===== src/rtl/psp_trace_pkg.sv =====
// Shared types for the psp retirement tracer. Defining PSP_TRACE_MEM_EN
// extends the trace record with the RVFI memory fields.
package psp_trace_pkg;

    localparam int ORDER_W = 64;

    typedef struct packed {
        logic [ORDER_W-1:0] order;
        logic [31:0]        insn;
        logic [31:0]        pc;
        logic [31:0]        next_pc;
        logic [4:0]         rd_addr;
        logic [31:0]        rd_wdata;
        logic               pc_break;
`ifdef PSP_TRACE_MEM_EN
        logic [31:0]        mem_addr;
        logic [3:0]         mem_rmask;
        logic [3:0]         mem_wmask;
        logic [31:0]        mem_rdata;
        logic [31:0]        mem_wdata;
`endif
    } trace_rec_t;

endpackage


===== src/rtl/psp_rvfi_tracer_if.sv =====
// RVFI retirement inputs plus the trace record output stream.
// master = core/consumer side, slave = tracer.
interface psp_rvfi_tracer_if;
    import psp_trace_pkg::*;

    logic        rvfi_valid;
    logic [31:0] rvfi_insn;
    logic [31:0] rvfi_pc_rdata;
    logic [31:0] rvfi_pc_wdata;
    logic [4:0]  rvfi_rd_addr;
    logic [31:0] rvfi_rd_wdata;
    logic [31:0] rvfi_mem_addr;
    logic [3:0]  rvfi_mem_rmask;
    logic [3:0]  rvfi_mem_wmask;
    logic [31:0] rvfi_mem_rdata;
    logic [31:0] rvfi_mem_wdata;

    logic        out_valid;
    logic        out_ready;
    trace_rec_t  out_rec;

    modport master (
        output rvfi_valid, rvfi_insn, rvfi_pc_rdata, rvfi_pc_wdata,
               rvfi_rd_addr, rvfi_rd_wdata, rvfi_mem_addr, rvfi_mem_rmask,
               rvfi_mem_wmask, rvfi_mem_rdata, rvfi_mem_wdata, out_ready,
        input  out_valid, out_rec
    );

    modport slave (
        input  rvfi_valid, rvfi_insn, rvfi_pc_rdata, rvfi_pc_wdata,
               rvfi_rd_addr, rvfi_rd_wdata, rvfi_mem_addr, rvfi_mem_rmask,
               rvfi_mem_wmask, rvfi_mem_rdata, rvfi_mem_wdata, out_ready,
        output out_valid, out_rec
    );

endinterface


===== src/rtl/psp_trace_fifo.sv =====
// Generic synchronous FIFO with extra-bit pointers; push is accepted when
// full only if a pop happens in the same cycle. clear beats push and pop.
module psp_trace_fifo #(
    parameter type T     = logic,
    parameter int  DEPTH = 16
) (
    input  logic                   clk,
    input  logic                   reset_n,
    input  logic                   clear,
    input  logic                   push,
    input  T                       din,
    input  logic                   pop,
    output T                       dout,
    output logic                   full,
    output logic                   empty,
    output logic [$clog2(DEPTH):0] level
);
    localparam int AW = $clog2(DEPTH);
    localparam int PW = AW + 1;

    T             mem [DEPTH];
    logic [AW:0]  wr_ptr;
    logic [AW:0]  rd_ptr;
    logic         do_push;
    logic         do_pop;

    assign empty   = (wr_ptr == rd_ptr);
    assign full    = (wr_ptr[AW] != rd_ptr[AW]) && (wr_ptr[AW-1:0] == rd_ptr[AW-1:0]);
    assign level   = wr_ptr - rd_ptr;
    assign do_pop  = pop && !empty && !clear;
    assign do_push = push && (!full || do_pop) && !clear;

    // Storage is left unreset; the output is masked while empty instead.
    assign dout = empty ? '0 : mem[rd_ptr[AW-1:0]];

    always_ff @(posedge clk) begin
        if (do_push) begin
            mem[wr_ptr[AW-1:0]] <= din;
        end
    end

    always_ff @(posedge clk or negedge reset_n) begin
        if (!reset_n) begin
            wr_ptr <= '0;
            rd_ptr <= '0;
        end else if (clear) begin
            wr_ptr <= '0;
            rd_ptr <= '0;
        end else begin
            if (do_push) wr_ptr <= wr_ptr + PW'(1);
            if (do_pop)  rd_ptr <= rd_ptr + PW'(1);
        end
    end

endmodule


===== src/rtl/psp_rvfi_tracer.sv =====
// Retirement trace capture: order stamping, PC continuity check, drop
// accounting and record buffering. PSP_TRACE_MEM_EN adds memory fields.
module psp_rvfi_tracer
    import psp_trace_pkg::*;
#(
    parameter int DEPTH  = 16,
    parameter int DROP_W = 16
) (
    input  logic                   clk,
    input  logic                   reset_n,
    input  logic                   clear,
    input  logic                   enable,
    psp_rvfi_tracer_if.slave       tr,
    output logic [$clog2(DEPTH):0] level,
    output logic                   overflow,
    output logic [DROP_W-1:0]      drop_count
);

    function automatic logic [DROP_W-1:0] sat_inc(input logic [DROP_W-1:0] v);
        return (&v) ? v : v + DROP_W'(1);
    endfunction

    logic [ORDER_W-1:0] order_q;
    logic [31:0]        last_npc;
    logic               last_npc_vld;
    trace_rec_t         rec_p0;
    logic               vld_p0;
    logic               fifo_full;
    logic               fifo_empty;
    logic               pop;
    logic               drop;

`ifdef PSP_TRACE_MEM_EN
    logic mem_act;
    assign mem_act = (tr.rvfi_mem_rmask != 4'd0) || (tr.rvfi_mem_wmask != 4'd0);
`else
    logic unused_mem;
    assign unused_mem = ^{tr.rvfi_mem_addr, tr.rvfi_mem_rmask, tr.rvfi_mem_wmask,
                          tr.rvfi_mem_rdata, tr.rvfi_mem_wdata};
`endif

    // Stage p0: record formed combinationally from the retiring instruction
    always_comb begin
        rec_p0          = '0;
        rec_p0.order    = order_q;
        rec_p0.insn     = tr.rvfi_insn;
        rec_p0.pc       = tr.rvfi_pc_rdata;
        rec_p0.next_pc  = tr.rvfi_pc_wdata;
        rec_p0.rd_addr  = tr.rvfi_rd_addr;
        rec_p0.rd_wdata = (tr.rvfi_rd_addr == 5'd0) ? 32'd0 : tr.rvfi_rd_wdata;
        rec_p0.pc_break = last_npc_vld && (tr.rvfi_pc_rdata != last_npc);
`ifdef PSP_TRACE_MEM_EN
        if (mem_act) begin
            rec_p0.mem_addr  = tr.rvfi_mem_addr;
            rec_p0.mem_rmask = tr.rvfi_mem_rmask;
            rec_p0.mem_wmask = tr.rvfi_mem_wmask;
            rec_p0.mem_rdata = tr.rvfi_mem_rdata;
            rec_p0.mem_wdata = tr.rvfi_mem_wdata;
        end
`endif
    end

    assign vld_p0        = tr.rvfi_valid && enable && !clear;
    assign tr.out_valid  = !fifo_empty;
    assign pop           = tr.out_valid && tr.out_ready;
    assign drop          = vld_p0 && fifo_full && !pop;

    // Order and continuity track every retirement, captured or not, so that
    // drops and disabled periods remain visible as order gaps.
    always_ff @(posedge clk or negedge reset_n) begin
        if (!reset_n) begin
            order_q      <= '0;
            last_npc_vld <= 1'b0;
            overflow     <= 1'b0;
            drop_count   <= '0;
        end else if (clear) begin
            order_q      <= '0;
            last_npc_vld <= 1'b0;
            overflow     <= 1'b0;
            drop_count   <= '0;
        end else begin
            if (tr.rvfi_valid) begin
                order_q      <= order_q + ORDER_W'(1);
                last_npc_vld <= 1'b1;
            end
            if (drop) begin
                overflow   <= 1'b1;
                drop_count <= sat_inc(drop_count);
            end
        end
    end

    always_ff @(posedge clk) begin
        if (tr.rvfi_valid) begin
            last_npc <= tr.rvfi_pc_wdata;
        end
    end

    // Stage p1: buffered records drained over the valid/ready stream
    psp_trace_fifo #(
        .T     (trace_rec_t),
        .DEPTH (DEPTH)
    ) u_fifo (
        .clk     (clk),
        .reset_n (reset_n),
        .clear   (clear),
        .push    (vld_p0),
        .din     (rec_p0),
        .pop     (tr.out_ready),
        .dout    (tr.out_rec),
        .full    (fifo_full),
        .empty   (fifo_empty),
        .level   (level)
    );

endmodule


===== src/flat_wrapper.sv =====
// flat-port wrapper written by rule: the top's interface ports become plain ports
module psp_rvfi_tracer_flat import psp_trace_pkg::*;
#(
    parameter int DEPTH  = 16,
    parameter int DROP_W = 16
)
  (clk, reset_n, clear, enable, level, overflow, drop_count, tr_rvfi_valid, tr_rvfi_insn, tr_rvfi_pc_rdata, tr_rvfi_pc_wdata, tr_rvfi_rd_addr, tr_rvfi_rd_wdata, tr_rvfi_mem_addr, tr_rvfi_mem_rmask, tr_rvfi_mem_wmask, tr_rvfi_mem_rdata, tr_rvfi_mem_wdata, tr_out_ready, tr_out_valid, tr_out_rec);
  psp_rvfi_tracer_if tr_i ();
  input  logic clk;
  input  logic reset_n;
  input  logic clear;
  input  logic enable;
  output logic [$clog2(DEPTH):0] level;
  output logic overflow;
  output logic [DROP_W-1:0] drop_count;
  input wire logic [$bits(tr_i.rvfi_valid)-1:0] tr_rvfi_valid;
  input wire logic [$bits(tr_i.rvfi_insn)-1:0] tr_rvfi_insn;
  input wire logic [$bits(tr_i.rvfi_pc_rdata)-1:0] tr_rvfi_pc_rdata;
  input wire logic [$bits(tr_i.rvfi_pc_wdata)-1:0] tr_rvfi_pc_wdata;
  input wire logic [$bits(tr_i.rvfi_rd_addr)-1:0] tr_rvfi_rd_addr;
  input wire logic [$bits(tr_i.rvfi_rd_wdata)-1:0] tr_rvfi_rd_wdata;
  input wire logic [$bits(tr_i.rvfi_mem_addr)-1:0] tr_rvfi_mem_addr;
  input wire logic [$bits(tr_i.rvfi_mem_rmask)-1:0] tr_rvfi_mem_rmask;
  input wire logic [$bits(tr_i.rvfi_mem_wmask)-1:0] tr_rvfi_mem_wmask;
  input wire logic [$bits(tr_i.rvfi_mem_rdata)-1:0] tr_rvfi_mem_rdata;
  input wire logic [$bits(tr_i.rvfi_mem_wdata)-1:0] tr_rvfi_mem_wdata;
  input wire logic [$bits(tr_i.out_ready)-1:0] tr_out_ready;
  output wire logic [$bits(tr_i.out_valid)-1:0] tr_out_valid;
  output wire logic [$bits(tr_i.out_rec)-1:0] tr_out_rec;
  assign tr_i.rvfi_valid = tr_rvfi_valid;
  assign tr_i.rvfi_insn = tr_rvfi_insn;
  assign tr_i.rvfi_pc_rdata = tr_rvfi_pc_rdata;
  assign tr_i.rvfi_pc_wdata = tr_rvfi_pc_wdata;
  assign tr_i.rvfi_rd_addr = tr_rvfi_rd_addr;
  assign tr_i.rvfi_rd_wdata = tr_rvfi_rd_wdata;
  assign tr_i.rvfi_mem_addr = tr_rvfi_mem_addr;
  assign tr_i.rvfi_mem_rmask = tr_rvfi_mem_rmask;
  assign tr_i.rvfi_mem_wmask = tr_rvfi_mem_wmask;
  assign tr_i.rvfi_mem_rdata = tr_rvfi_mem_rdata;
  assign tr_i.rvfi_mem_wdata = tr_rvfi_mem_wdata;
  assign tr_i.out_ready = tr_out_ready;
  assign tr_out_valid = tr_i.out_valid;
  assign tr_out_rec = tr_i.out_rec;
  psp_rvfi_tracer #(.DEPTH(DEPTH), .DROP_W(DROP_W)) u_core (.clk(clk), .reset_n(reset_n), .clear(clear), .enable(enable), .tr(tr_i), .level(level), .overflow(overflow), .drop_count(drop_count));
endmodule

===== config.mk =====
export PLATFORM = sky130hd
export DESIGN_NAME = psp_rvfi_tracer_flat
export DESIGN_NICKNAME = d
export VERILOG_FILES = /design/src/rtl/psp_trace_pkg.sv /design/src/rtl/psp_rvfi_tracer_if.sv /design/src/rtl/psp_trace_fifo.sv /design/src/rtl/psp_rvfi_tracer.sv /design/src/flat_wrapper.sv
export SDC_FILE = /design/constraint.sdc
export NUM_CORES = 2
export LEC_CHECK = 0
export CAP_MARGIN = 20
export CORE_MARGIN = 2
export CORE_UTILIZATION = 39
export DETAILED_ROUTE_END_ITERATION = 8
export PLACE_DENSITY = 0.58
export SLEW_MARGIN = 15
export SYNTH_ARGS = -nofsm -noshare
export SYNTH_HDL_FRONTEND = slang
export SYNTH_SLANG_ARGS = --single-unit

===== constraint.sdc =====
create_clock -name clk -period 49.7 [get_ports clk]
set_input_delay 7.455 -clock clk [delete_from_list [all_inputs] [get_ports clk]]
set_output_delay 7.455 -clock clk [all_outputs]
set_load 0.03 [all_outputs]

Word-level counts from Yosys, hierarchy flattened
Memory sizes are Yosys's and may differ from the RTL's.
Index checks and enable logic that the tools add are counted.
Widths: inputs -> output; s select.

word-level totals
  register bits = 124
  bits in latches = 0
  memory bits (writable) = 3168
  ROM bits = 0
  output and inout port bits = 221
  word-level logic and storage cells = 57
  memories = 1

memories
  memory             words  bits a word  read ports  clocked after Yosys merged registers in  wr ports  RTL line              source
  u_core.u_fifo.mem  16     198          1           0                                        1         psp_trace_fifo.sv:21  T mem [DEPTH];

cells by class
  add/subtract/negate cells = 5
  $mul = 0
  div/mod/pow operators = 0
  $lt $le $gt $ge = 0
  equality and inequality tests = 5
  shift operators = 0
  mux-type cells = 17
  bitwise logic cells = 0
  reductions and logical operators = 22

operator list
  kind                   count
  $mux 198               1
  $mux 64                2
  $add 64x1->64 const B  1
  $mux 16                3
  $mux 32                1
  $ne 32x32->1           1
  $mux 5                 4
  $add 16x1->16 const B  1
  $reduce_and 16->1      1
  $add 5x1->5 const B    2
  $logic_and 1x1->1      10
  $reduce_bool 2->1      4
  $mux 1                 6
  $eq 5x5->1             1
  $logic_not 5->1        1
  $sub 5x5->5            1
  $eq 4x4->1             1
  $logic_not 1->1        4
  $ne 2x2->1 const B     1
  $reduce_and 2->1       1
  $logic_or 1x1->1       1
  $ne 1x1->1             1

Longest topological paths before layout
  depth after elaboration = 9
  gate-level depth with buffers = 11
  mapped depth without buffers = 7

Hierarchy
Synthesis repeated with hierarchy kept, for this count alone.

unflattened totals
  cells, all modules = 5897
  area total of the unflattened synthesis = 126537.6 um2

modules (own cells, without submodules)
  module           times used  cells each  area an instance (um2)  sequential area each (um2)
  psp_trace_fifo   1           5333        120689.5                95381.5
  psp_rvfi_tracer  1           564         5848.1                  3012.9

Worst setup path after synthesis
No wires, ideal clock.

  path kind = input to register
  start point = input port tr_rvfi_valid
  end point = memory u_core.u_fifo.mem[0][0] (netlist name), enable pin
  arrival = 21761 ps
  slack = 26939 ps
  cell stages on the path = 6
  cells stage by stage = buf_2 > nand2_1 > a31oi_1 > nor2b_1 > nand2_1 > nor3_1

between the ends
  word-level cells in the longest chain between the ends = 6

ends and longest elaborated chain
  what                             RTL line               source
  start: declaration               flat_wrapper.sv:16     input wire logic [$bits(tr_i.rvfi_valid)-1:0] tr_rvfi_valid;
  $logic_and 1x1->1 (2 in series)  psp_rvfi_tracer.sv:63  assign vld_p0 = tr.rvfi_valid && enable && !clear;
  $logic_and 1x1->1 (2 in series)  psp_trace_fifo.sv:31   assign do_push = push && (!full || do_pop) && !clear;
  $mux 1                           psp_trace_fifo.sv:37   if (do_push) begin
  $mux 1 (not written as such)     psp_trace_fifo.sv:38   mem[wr_ptr[AW-1:0]] <= din;
  end: declaration                 psp_trace_fifo.sv:21

Every way passes these cells.

Final worst setup path
  start point = register u_core.u_fifo.rd_ptr[2]
  end point = output port tr_out_rec[94]

between the ends
  word-level cells in the longest chain between the ends = 2
  elaborated cells on any way between the ends = 3
  those cells by class = eq/ne (1); mux (1); memory (1)

ends and longest elaborated chain
  what                                                 RTL line              source
  start: declaration                                   psp_trace_fifo.sv:23  logic [AW:0] rd_ptr;
  start signal: assignment                             psp_trace_fifo.sv:51  if (do_pop) rd_ptr <= rd_ptr + PW'(1);
  $mem_v2 16x198 / $eq 5x5->1 (equally long branches)  n/a
  $mux 198 *                                           psp_trace_fifo.sv:34  assign dout = empty ? '0 : mem[rd_ptr[AW-1:0]];
  end: declaration                                     flat_wrapper.sv:29    output wire logic [$bits(tr_i.out_rec)-1:0] tr_out_rec;

Every way passes the cells marked *; elsewhere a longest branch is shown, timed or not.

==> impl_summary.txt <==
----------------------------------------------------
[Outcome]
  Status ... finished, final reports clean

[Route]
  Per-cell routed wire length ... 29.27 um
  DRC errors left ... 0
  Initial DRT Pass Iterations ... 5
  Vias per cell ... 5.612
  Drt initial violations ... 6213
  Remaining antenna violation count after routing ... 0
  Detailed-route via count ... 62270
  Detailed-route wire length ... 324800 um

[CTS]
  Source-to-sink clock delay at the later pin of the worst-skew pair ... 0.94 ns
  Clock transition at the registers of the reported paths ... 0.06 ns
  Total of cells resized after clock tree synthesis ... 0
  Total number of H-tree levels ... 5
  Clk sinks ... 3292
  Root buffer selected by CTS ... sky130_fd_sc_hd__clkbuf_16
  Number of buffers created by CTS ... 351
  Post-CTS Hold Buffers ... 0
  Post-CTS setup-driven buffer insertion count ... 0
  TritonCTS clock tree ... built
  Maximum root-to-sink buffer count ... 4

[Synth]
  Cell Area, Synth ... 127100 um^2
  Post-synthesis register bit count ... 3292
  Primary FF master, synth ... sky130_fd_sc_hd__edfxtp_1
  Area leader, netlist ... sky130_fd_sc_hd__edfxtp_1
  Share of synthesized registers carrying an async set or reset ... 2.795%
  Ys Warns ... 0
  Share of the yosys chip area belonging to registers ... 77.43%
  Number of distinct library cells after synthesis ... 45
  Syn_nets ... 6192
  Count of flip-flops with a built-in enable after synthesis ... 3200
  Cell types occupying the most area after synthesis ... sky130_fd_sc_hd__edfxtp_1 (76%), sky130_fd_sc_hd__mux4_2 (14%), sky130_fd_sc_hd__dfrtp_1 (1.8%)
  Portion of synthesized cell area occupied by the leading cell type ... 75.62%
  Number of instances in the synthesized netlist ... 5937
  Synthesized area per cell ... 21.40 um^2

[Finish]
  Layout Utilization ... 45.54%
  P&R area growth vs syn ... 16.19%
  Fraction of final layout cells with drive strength greater than 1 ... 21.72%
  # nets final ... 6712
  Summed area of non-filler cells in the final layout ... 147700 um^2
  Most common cell after layout, fill and taps aside ... sky130_fd_sc_hd__edfxtp_1
  Highest-count cells in the layout ignoring fill and taps ... sky130_fd_sc_hd__edfxtp_1 (3200), sky130_fd_sc_hd__mux4_2 (792), sky130_fd_sc_hd__nand2_1 (434), sky130_fd_sc_hd__clkdlybuf4s50_1 (356), sky130_fd_sc_hd__clkbuf_16 (352)
  Final standard cell count with taps included and fillers excluded ... 11096

[STA]
  Slew Viols, Final ... 0
  Worst-case headroom to the max-slew limit ... 19.92%
  Final critical-path setup slack ... 35.32 ns
  Unrepaired setup endpoints after global routing ... no
  Time the worst path needs with I/O delays and setup ... 14.38 ns
  Total negative setup slack ... 0 ns
  Smallest hold slack ... 0.5181 ns
  Fraction of the cycle the final worst path needs ... 28.93%
  Final Hold Vio Count ... 0
  Final setup violating endpoints ... 0
  Worst Skew ... 0.04865 ns
  Transition time at the pin with the least slew margin ... 1.194 ns
  Achievable Freq ... 69.56 MHz

[Pwr]
  Internal power consumption ... 4.804 mW
  Power density cells ... 42.48 nW/um^2
  Total power after layout ... 6.272 mW
  Fraction of power consumed by sequential logic ... 48.7%
  Switching Power ... 1.468 mW
  Reported leakage power ... 45.20 nW
  Combinational share of power ... 10.3%
  Largest vdd supply drop ... 0.00003312 V
  Clock group share of total power ... 41.0%
  Switching part of the total ... 23.41%

[Global route]
  Number of antenna violations at the first check in global routing ... 32
  Pin count of the biggest net entering global routing ... 152
  Global-route total usage across every layer ... 19.39%
  Number of global-route vias before repair ... 64401
  Leftover overflow at the end of global routing ... 0
  Global-route wire length before repair ... 462700 um

[Critical path]
  Library cell appearing most often on the critical path ... sky130_fd_sc_hd__buf_4
  Slowest cell delay on critical path ... 0.91 ns
  Critical path fanouts, max ... 63
  Critical Path Sink Type ... primary output
  Startpoint class of the critical path ... flop
  WP data required ... 42.24 ns
  Library cell contributing the largest single delay on the critical path ... sky130_fd_sc_hd__buf_4
  Worst reg2reg endpoint ... u_core.u_fifo.mem[6][78]
  R2r setup slk ... 42.60 ns
  Data arrival time of the critical path ... 6.92 ns
  Launch point of the worst reg-to-reg path ... u_core.u_fifo.rd_ptr[2]
  Number of cells on the worst reg-to-reg path ... 10
  Critical path start-end classification ... flop to primary output
  Crit path cell chain ... inv_8, buf_4, buf_4, buf_4, mux2i_1, a211oi_1, clkdlybuf4s50_1

[Place]
  Placed standard-cell area ... 136100 um^2
  Quantity of I/O buffers inserted on ports ... 359
  Post-Place Worst Slack ... 36.08 ns
  Number of placed instances with taps included ... 10423
  Placer's final routability congestion estimate ... 0.7496
  Hpwl dp ... 160800 um

[Job]
  MaxCap Viol Count ... 0

[Floorplan]
  Die outline area ... 330400 um^2
  Effective utilization at floorplan ... 39.19%
  Die extent in x ... 574.8 um
  Site row count ... 209
  Core area ... 324300 um^2
  Count of pins on the block boundary ... 464
  Chip Height ... 574.8 um

[Min path]
  Worst hold path stage count ... 2
  WHS Endpoint ... u_core.overflow
  Class of the most critical hold timing path ... flop to flop
  Hold Startpoint ... u_core.overflow

----------------------------------------------------
[worst max-delay path by stage]
stage                            startpoint                      end  slack (ns)  cells past startpoint
detailed placement  u_core.u_fifo.rd_ptr[0]           tr_out_rec[46]       36.08                      8
global placement    u_core.u_fifo.rd_ptr[2]          tr_out_rec[140]       36.10                      7
finish              u_core.u_fifo.rd_ptr[2]           tr_out_rec[94]       35.32                      7
floorplan                     tr_rvfi_valid  u_core.u_fifo.mem[0][0]       26.94                      6
global route        u_core.u_fifo.rd_ptr[2]          tr_out_rec[130]       35.09                      7
CTS                 u_core.u_fifo.rd_ptr[0]           tr_out_rec[46]       35.05                      8
[registers in the layout, indices dropped and copies added (netlist names)]
signal	flops
u_core.u_fifo.wr_ptr	5
u_core.order_q	64
u_core.drop_count	16
u_core.last_npc_vld	1
u_core.u_fifo.rd_ptr	5
u_core.overflow	1
u_core.u_fifo.mem	3168
u_core.last_npc	32
[synth_stat cells (9+ instances only)]
cell type / count
sky130_fd_sc_hd__a211oi_1: 198
sky130_fd_sc_hd__a21oi_1: 29
sky130_fd_sc_hd__and3_1: 213
sky130_fd_sc_hd__and4_1: 10
sky130_fd_sc_hd__buf_1: 54
sky130_fd_sc_hd__buf_2: 80
sky130_fd_sc_hd__clkbuf_1: 196
sky130_fd_sc_hd__dfrtp_1: 92
sky130_fd_sc_hd__edfxtp_1: 3200
sky130_fd_sc_hd__ha_1: 11
sky130_fd_sc_hd__inv_1: 16
sky130_fd_sc_hd__mux2i_1: 202
sky130_fd_sc_hd__mux4_2: 792
sky130_fd_sc_hd__nand2_1: 434
sky130_fd_sc_hd__nand3_1: 29
sky130_fd_sc_hd__nand4_1: 36
sky130_fd_sc_hd__nor2_1: 88
sky130_fd_sc_hd__nor2b_1: 36
sky130_fd_sc_hd__nor3_1: 16
sky130_fd_sc_hd__nor4_1: 22
sky130_fd_sc_hd__o21ai_0: 18
sky130_fd_sc_hd__o31ai_1: 9
sky130_fd_sc_hd__or3_1: 16
sky130_fd_sc_hd__or4_1: 14
sky130_fd_sc_hd__xnor2_1: 68
sky130_fd_sc_hd__xor2_1: 26
[power by group through the flow]
stage | clock network, mW | logic (mW) | registers [mW]
after floorplan | 0 | 0.420 | 3.11
after global placement | 0 | 0.655 | 3.11
after detailed placement | 0 | 0.660 | 3.11
after CTS | 2.62 | 0.662 | 3.05
after global routing | 2.73 | 0.694 | 3.05
final | 2.57 | 0.649 | 3.05
[worst max-delay path: cells and delay by family, from the launching register on]
family	cells	cell delay, ns
AO/OA/AOI/OAI	1	0.79
buffers and inverters	5	4.10
flip-flops	1	0.77
multiplexers	1	0.17
[routing by layer]
layer | up-vias | global-route usage [%] | wire length (um)
met1 | 33805 | 27.61 | 140600
met2 | 2104 | 31.04 | 154400
met4 | 18 | 5.672 | 9448
li1 | 25808 | - | -
met5 | - | 0 | 97
met3 | 535 | 2.998 | 20250
[cell families (layout without fill, tap and decap cells)]
kind of cell	after synthesis	after routing	share of synthesized area, %
AO/OA/AOI/OAI	267	267	1.483
XOR/XNOR	94	94	0.6479
flip-flops	3292	3292	77.43
buffers and inverters	349	1167	1.119
AND/OR/NAND/NOR	928	928	3.560
multiplexers	995	995	15.64
adder cells (fa/ha/maj)	12	12	0.1241
other	0	16	0
[area by class of cell]
class                           instances  area (um^2)
Tap cell                             4325         5411
Timing Repair Buffer                  499         4946
Multi-Input combinational cell       2296        27400
Antenna cell                           16        40.04
Clock buffer                          432         9199
Fill cell                           27206       176600
Sequential cell                      3292        98410
Clock inverter                        219         2157
Inverter                               17        86.33
Note: power is estimated with default switching activity, not from simulation.
==> variant, RTL diff (config.mk and constraints unchanged) <==
`DROP_W` is set to 16 in 2 places; all go to 18.
--- a/src/rtl/psp_rvfi_tracer.sv
+++ b/src/rtl/psp_rvfi_tracer.sv
@@ -6,3 +6,3 @@
     parameter int DEPTH  = 16,
-    parameter int DROP_W = 16
+    parameter int DROP_W = 18
 ) (
--- a/src/flat_wrapper.sv
+++ b/src/flat_wrapper.sv
@@ -4,3 +4,3 @@
     parameter int DEPTH  = 16,
-    parameter int DROP_W = 16
+    parameter int DROP_W = 18
 )
Ports: changed (resized drop_count); port bits go from 464 to 466. No check against the original RTL was run, so the function may have changed too.
==> variant against the unedited design <==
- cell area shrank 0.56%
- power up 0.45%
- wire length fell by 5.4%
- register-to-register slack better by 530 ps
- worst setup slack worse by 1900 ps
- synthesized area is 0.68% lower
- synthesized cell count fell by 11%
- global-route usage decreased by 0.99 points
- sequential cell count up 2
- critical path type unchanged
- critical endpoint is now tr_out_rec[79]
- largest power group unchanged
==> variant: results (changes against the unedited design) <==
status: finished, final reports clean
first-pass GRT wire length: 440 mm (-4.9%)
Synth async-reset ratio: 2.85% (+0.059 points)
Synth area leaders: edfxtp_1 (76%), mux4_2 (18%), dfrtp_1 (1.9%), and2_1 (1.0%), clkbuf_1 (0.56%)
M1 WL: 132 mm (-5.8%)
routed len/inst: 29.5 um (+0.61%)
Via density: 5.54 (-1.2%)
count of cell types in the netlist: 45 (unchanged)
FILL cells: 26700 (-1.9%)
gpl congestion: 0.731 (-2.5%)
WL met3: 15.7 mm (-22%)
Starting DRT DRC Count: 5760 (-7.3%)
clock skew after layout: 61.6 ps (+13.0 ps)
CTS buffer count: 348 (-0.85%)
CTS root buffer: clkbuf_16
Slowest cell on crit path: buf_4
post-synthesis sequential area ratio: 78.0% (+0.57 points)
RR Startpoint: u_core.u_fifo.rd_ptr[2]$_DFFE_PN0P_
worst reg-to-reg setup slack: 43130 ps (+530 ps)
Post-DP HPWL: 152 mm (-5.3%)
nets@finish: 6082 (-9.4%)
P_leak: 0.0424 uW (-6.3%)
CTS clk-pin slew, worst paths: 60 ps (about the same)
gr ovfl total: 0 (unchanged)
worst r2r dst: u_core.u_fifo.mem[9][37]$_DFFE_PP_
layout cells sized above 1: 26.8% (+5.0 points)
cell accounting for the most synthesized area: edfxtp_1
max FFs per register: 3168 (unchanged)
Setup Fix Bufs, Post-CTS: 0 (unchanged)
crit-path max cell delay: 950 ps (+40 ps)
crit path max fanout: 132 (+110%)
post-CTS sizing: 0 (unchanged)
Syn Nets: 5528 (-11%)
Slew headroom: 22.3% (+2.4 points)
GRT Total Usage: 18.4% (-0.99 points)
initial antenna violation count: 43 (+34%)
pin count of the biggest net entering global routing: 152 (unchanged)
most frequent cells after synthesis: edfxtp_1 (3200), mux4_2 (990), and2_1 (201)
worst vdd ir: 0.0000274 V (-17%)
delay-heaviest family, CP: buffers and inverters
Hold WS: 541 ps (+22.9 ps)
routed wl met2: 153 mm (-1.0%)
Buffers on Ports: 361 (+0.56%)
Critical Path AT: 8810 ps (+1890 ps)
Synth warnings: 0 (unchanged)
vias in the first global route: 60200 (-6.5%)
Clock Latency Late Sink: 930 ps
## variant: changes by cell type in the layout (fill, tap and decap cells not counted), sizes merged, moves of 12 or more
cell | before | now
and2 | 4 | 201
mux2i | 202 | 3
mux4 | 792 | 990
a211oi | 198 | 5
clkinv | 166 | 150
or3 | 17 | 29
buf | 143 | 112
and3 | 213 | 7
nand2 | 434 | 37
## variant: metal layers
layer / track usage [%] / vias to the layer above
met3: 2.16 / 414
met4: 4.26 / 10
met1: 26.2 / 31900
li1: - / 23700
met2: 30.5 / 1846
met5: 0 / -
## variant: final cells by class
| cell class | instances | area, um^2 | area share, % |
|---|---|---|---|
| Inverter | 23 | 93.8 | 0.0639 |
| Antenna cell | 14 | 35.0 | 0.0239 |
| Sequential cell | 3294 | 98500 | 67.1 |
| Clock inverter | 201 | 2030 | 1.38 |
| Clock buffer | 434 | 9240 | 6.29 |
| Tap cell | 4305 | 5390 | 3.67 |
| Multi-Input combinational cell | 1690 | 26800 | 18.3 |
| Timing Repair Buffer | 470 | 4780 | 3.25 |
## variant: logic make-up after synthesis
| kind of cell | after synthesis | synth area share (%) |
|---|---|---|
| DFF | 3294 | 78.0 |
| adders and majority gates | 12 | 0.125 |
| and+or+nand+nor | 509 | 2.28 |
| xor gates and xnor gates | 93 | 0.645 |
| muxes | 994 | 17.7 |
| AOI/OAI and AO/OA | 82 | 0.376 |
| buffers and inverters | 289 | 0.877 |
## variant: report_power, final
group | switching (uW) | internal (uW)
logic | 375 | 324
clock network | 1080 | 1460
registers | 10.9 | 3050
## variant: worst max path at each step
| stage | slack (ps) | cells past startpoint | start | to |
|---|---|---|---|---|
| 2_1_floorplan | 27000 | 5 | clear | u_core.u_fifo.mem[0][0]$_DFFE_PP_ |
| 3_3_place_gp | 34310 | 10 | u_core.u_fifo.rd_ptr[1]$_DFFE_PN0P_ | tr_out_rec[63] |
| 5_1_grt | 33070 | 10 | u_core.u_fifo.rd_ptr[1]$_DFFE_PN0P_ | tr_out_rec[55] |
| 6_report | 33440 | 10 | u_core.u_fifo.rd_ptr[1]$_DFFE_PN0P_ | tr_out_rec[79] |
| 4_1_cts | 33340 | 10 | u_core.u_fifo.rd_ptr[1]$_DFFE_PN0P_ | tr_out_rec[81] |
| 3_5_place_dp | 34340 | 10 | u_core.u_fifo.rd_ptr[1]$_DFFE_PN0P_ | tr_out_rec[81] |
## variant: worst min-delay path: stages, from the launching register on
cell     delay [ps]
dfrtp_1         380
inv_1            50
o21ai_0          60
## variant: per-stage QoR
stage,area (um^2),std cells,setup WS (ps)
after floorplan,126000,5273,27000
after global placement,135000,9780,34310
after detailed placement,135000,9780,34340
after CTS,147000,10400,33340
after global routing,147000,10400,33070
final,147000,10400,33440
